File: src/rtl/bcd_sequencer.sv
// bcd_sequencer: binary-to-BCD conversion by sequencing an external divide-by-10 datapath
module bcd_sequencer #(
    parameter int NDIG   = 4,
    parameter int MAXVAL = 9999
) (
    input  logic        clk,
    input  logic        rst,
    input  logic        start,
    input  logic [13:0] bin,
    output logic        ready,
    output logic        valid,
    output logic [15:0] bcd,
    output logic        ovf,
    output logic        div_load_value,
    output logic        div_load_quot,
    output logic [13:0] div_value,
    input  logic        div_carry,
    input  logic [13:0] div_remainder
);
    typedef enum logic [1:0] {IDLE, LOAD, RUN, DONE} state_t;
    state_t      state, state_next;
    logic [1:0]  idx;
    logic [15:0] digits, digits_next;
    logic        flag;
    logic        last;
    assign ready = state == IDLE;
    assign valid = state == DONE;
    assign last  = idx == 2'(NDIG - 1);
    // Next state, divider handshake and same-cycle digit capture when the divider stops carrying
    always_comb begin
        state_next     = state;
        digits_next    = digits;
        div_load_value = 1'b0;
        div_load_quot  = 1'b0;
        case (state)
            IDLE: state_next = start ? LOAD : IDLE;
            LOAD: begin
                div_load_value = !flag;
                state_next     = flag ? DONE : RUN;
            end
            RUN: if (!div_carry) begin
                digits_next[{idx, 2'b00} +: 4] = div_remainder[3:0];
                div_load_quot                  = !last;
                state_next                     = last ? DONE : RUN;
            end
            default: state_next = IDLE;
        endcase
    end
    // State, operand latch, digit index and result registers; results land as DONE is entered
    always_ff @(posedge clk or posedge rst) begin
        if (rst) begin
            state     <= IDLE;
            idx       <= '0;
            digits    <= '0;
            flag      <= 1'b0;
            div_value <= '0;
            bcd       <= '0;
            ovf       <= 1'b0;
        end else begin
            state  <= state_next;
            digits <= digits_next;
            if (state == IDLE && start) begin
                div_value <= bin;
                idx       <= '0;
                digits    <= '0;
                flag      <= bin > 14'(MAXVAL);
            end
            if (state == RUN && !div_carry && !last)
                idx <= idx + 2'd1;
            if (state_next == DONE && state != DONE) begin
                bcd <= flag ? 16'hFFFF : digits_next;
                ovf <= flag;
            end
        end
    end
endmodule

File: config.mk
export PLATFORM = sky130hd
export DESIGN_NAME = bcd_sequencer
export DESIGN_NICKNAME = d
export VERILOG_FILES = /design/src/rtl/bcd_sequencer.sv
export SDC_FILE = /design/constraint.sdc
export NUM_CORES = 1
export LEC_CHECK = 0
export ABC_CLOCK_PERIOD_IN_PS = 3200
export BUFFER_PORTS_ARGS = -buffer_cell sky130_fd_sc_hd__buf_4
export CAP_MARGIN = 20
export CORE_UTILIZATION = 40
export DETAILED_ROUTE_END_ITERATION = 10
export GPL_TIMING_DRIVEN = 0
export PLACE_DENSITY = 0.66
export SETUP_SLACK_MARGIN = 0.1
export SLEW_MARGIN = 20
export SYNTH_ARGS = -nofsm -noshare
export SYNTH_HDL_FRONTEND = slang
export SYNTH_SLANG_ARGS = --single-unit
File: constraint.sdc
create_clock -name clk -period 3.2 [get_ports clk]
set_input_delay 0 -clock clk [delete_from_list [all_inputs] [get_ports clk]]
set_output_delay 0 -clock clk [all_outputs]
set_load 0.01 [all_outputs]
==> results.cfg <==
[synth]
syn-instance-count = 239
avgSynthCellArea_um2 = 10.8
synth_simple_gate_area_share_pct = 20.2
synth_area_leaders = dfrtp_1 50%, nand2_1 7.8%, ha_1 4.3%
synth_area_leader_cell = dfrtp_1
synth_seq_cells = 52
synthAdderAreaFrac_pct = 4.35
synth_ff_type = dfrtp_1
synth_compound_area_share_pct = 14.1
synthesis.area_um2 = 2590
synth_top_family_by_area = simple AND/OR/NAND/NOR gates
synth_xor_area_share_pct = 0
yosysWarnings = 0
synth.area.mux_share_pct = 6.09
synth_top_area_share_pct = 50.2
synth-edff-count = 0
yosysSeqAreaShare_pct = 50.2
async_reset_ff_share_pct = 100
ys_types = 38
synth_nets = 280

[worst_setup_path]
reg2reg_slack_ns = 0.83
crit_path_max_fanout = 10
end_kind = register
r2r_end = bcd[4]$_DFFE_PP0P_
r2r_cells = 7
r2r-start = idx[0]$_DFFE_PP0P_
path_class = reg2reg
crit_required_ns = 3.43
crit_path_start_kind = register
worstPathArrival_ns = 2.60

[layout]
final_cell_mix = 56 x buf_4, 54 x nand2_1, 52 x dfrtp_1
fin_area_um2 = 3410
area_delta_synth_final_pct = 31.6
finalNonFillerCells = 395
final_common_cell = buf_4
finalNetCount = 360
insertedDiodeCount = 0
drive_gt1_share_pct = 29.7

[clock_network]
path_clk_slew_ns = 0.10
ctsResizeCount = 0
cts_max_path_buffers = 2
clock_latency_ns = 0.31
cts_setup_buffers = 0
cts_sinks = 52
cts_root_buf = clkbuf_8
htreeDepth = 2
cts_buffers = 5
cts_tree = built

[grt]
grt_overflow = 0
grt_pass1_vias = 2115
grt_pass1_wl_mm = 10.4
antenna_found_initial = 0
grt_start_max_net_pins = 33
grt_usage_pct = 20.5

[placement]
gp_congestion = 0.772
dp_cells = 372
hpwl_mm = 4.28
dpl_cell_area_um2 = 3150
port_buffers = 56

[sta]
tightest_slew_ns = 0.603
rsz0062_at_grt = no
fin_skew_ns = 0.00845
slew_headroom_pct = 59.6
setup_viol = 0
finalCriticalPeriod_ns = 2.37
fmax_mhz = 422
finalCritPeriodShare_pct = 74.1
tns_ns = 0
timing.hold.ws_ns = 0.0536
hold_viol = 0
report.final.slew_viol_count = 0

[power_and_ir_drop]
p_leak_nw = 1.73
power_density_nw_per_um2 = 882
power_mw = 3.01
worst_ir_drop_vdd_uv = 432

[outcome]
outcome = complete, no violations

[floorplan]
row_count = 28
initial_utilization_pct = 42.5
die_w_um = 82.5
coreArea_um2 = 6100
die_y_um = 82.5
die_area_um2 = 6800
io_pins = 67

[drt]
avgRoutedWirePerCell_um = 15.4
vias = 2106
drcViolationCount = 0
drt_pass1_iterations = 4
routed_wirelength_mm = 6.09
ant_nets = 0
routed_via_density = 5.33
first_iter_violations = 96

[worst_hold_path]
hold_path_end = digits[7]$_DFF_PP0_
holdCritPathClass = in2reg
min_path_cells = 3
hold_start = div_remainder[3]

[run]
maxCapViolCount = 0
-- what timing repair did --
item / 4_1_cts / 5_1_grt
endpoints found under the setup margin: 0 / 0
hold buffers: 15 / 0
hold endpoints to repair: 67 / 0
-- cells in the mapped netlist (4+ instances only) --
cell type / n
mux2i_1: 5
clkbuf_1: 6
ha_1: 9
a221o_1: 7
mux2_2: 7
dfrtp_1: 52
nor2_1: 12
a22oi_1: 7
o221a_2: 5
a32oi_1: 4
and4b_1: 8
nand2_1: 54
inv_1: 16
a21oi_1: 4
a221oi_1: 4
a31oi_1: 5
-- kinds of logic after synthesis --
kind of cell / after synthesis
simple gates: 93
flops: 52
compound gates: 43
buf+inv: 28
mux: 14
fa+ha+maj: 9
-- critical path, stage by stage (launching register included) --
cell,delay (ns)
dfrtp_1,0.43
buf_2,0.25
inv_1,0.12
ha_1,0.31
nor4b_4,0.62
buf_6,0.23
a32oi_1,0.14
a31oi_1,0.19
-- where the power goes --
group	internal, mW	total [mW]	switching, mW
clock	0.232	0.453	0.220
sequential	0.893	1.04	0.147
combinational	0.710	1.51	0.804
total	1.84	3.01	1.17
-- layer usage --
layer / vias up / wire [um] / GRT usage, %
li1: 1011 / - / -
met1: 1024 / 2880 / 27.0
met2: 65 / 2790 / 33.4
met3: 6 / 371 / 6.26
met4: 0 / 43 / 3.86
met5: - / 0 / 0
-- state kept, by name (all words and copies together) (netlist names) --
register and count:
digits 16, flag 1, div_value 14, idx 2, bcd 16, ovf 1, state 2
-- how the worst max path moves through the flow --
stage	from	to	slack, ns	cells past startpoint
finish	idx[0]$_DFFE_PP0P_	bcd[4]$_DFFE_PP0P_	0.83	7
detailed placement	idx[0]$_DFFE_PP0P_	bcd[4]$_DFFE_PP0P_	0.89	7
global placement	idx[0]$_DFFE_PP0P_	bcd[4]$_DFFE_PP0P_	0.88	7
global route	idx[0]$_DFFE_PP0P_	bcd[4]$_DFFE_PP0P_	0.69	7
floorplan	idx[0]$_DFFE_PP0P_	bcd[13]$_DFFE_PP0P_	1.25	7
CTS	idx[0]$_DFFE_PP0P_	bcd[6]$_DFFE_PP0P_	0.86	7
-- through the flow --
step | util (%) | setup WS [ns]
after floorplan | - | 1.25
after global placement | 50.9 | 0.882
after detailed placement | 51.7 | 0.892
after CTS | 55.9 | 0.857
after global routing | 55.9 | 0.688
final | 55.9 | 0.828
-- final cells by class --
type / instances / area [um2]
Tap cell: 75 / 93.8
Clock inverter: 2 / 35.0
Sequential cell: 52 / 1300
Timing Repair Buffer: 73 / 618
Inverter: 16 / 60.1
Multi-Input combinational cell: 159 / 1160
Clock buffer: 6 / 72.6
Buffer: 12 / 71.3
Fill cell: 549 / 2690
Note: power is estimated with default switching activity, not from simulation.
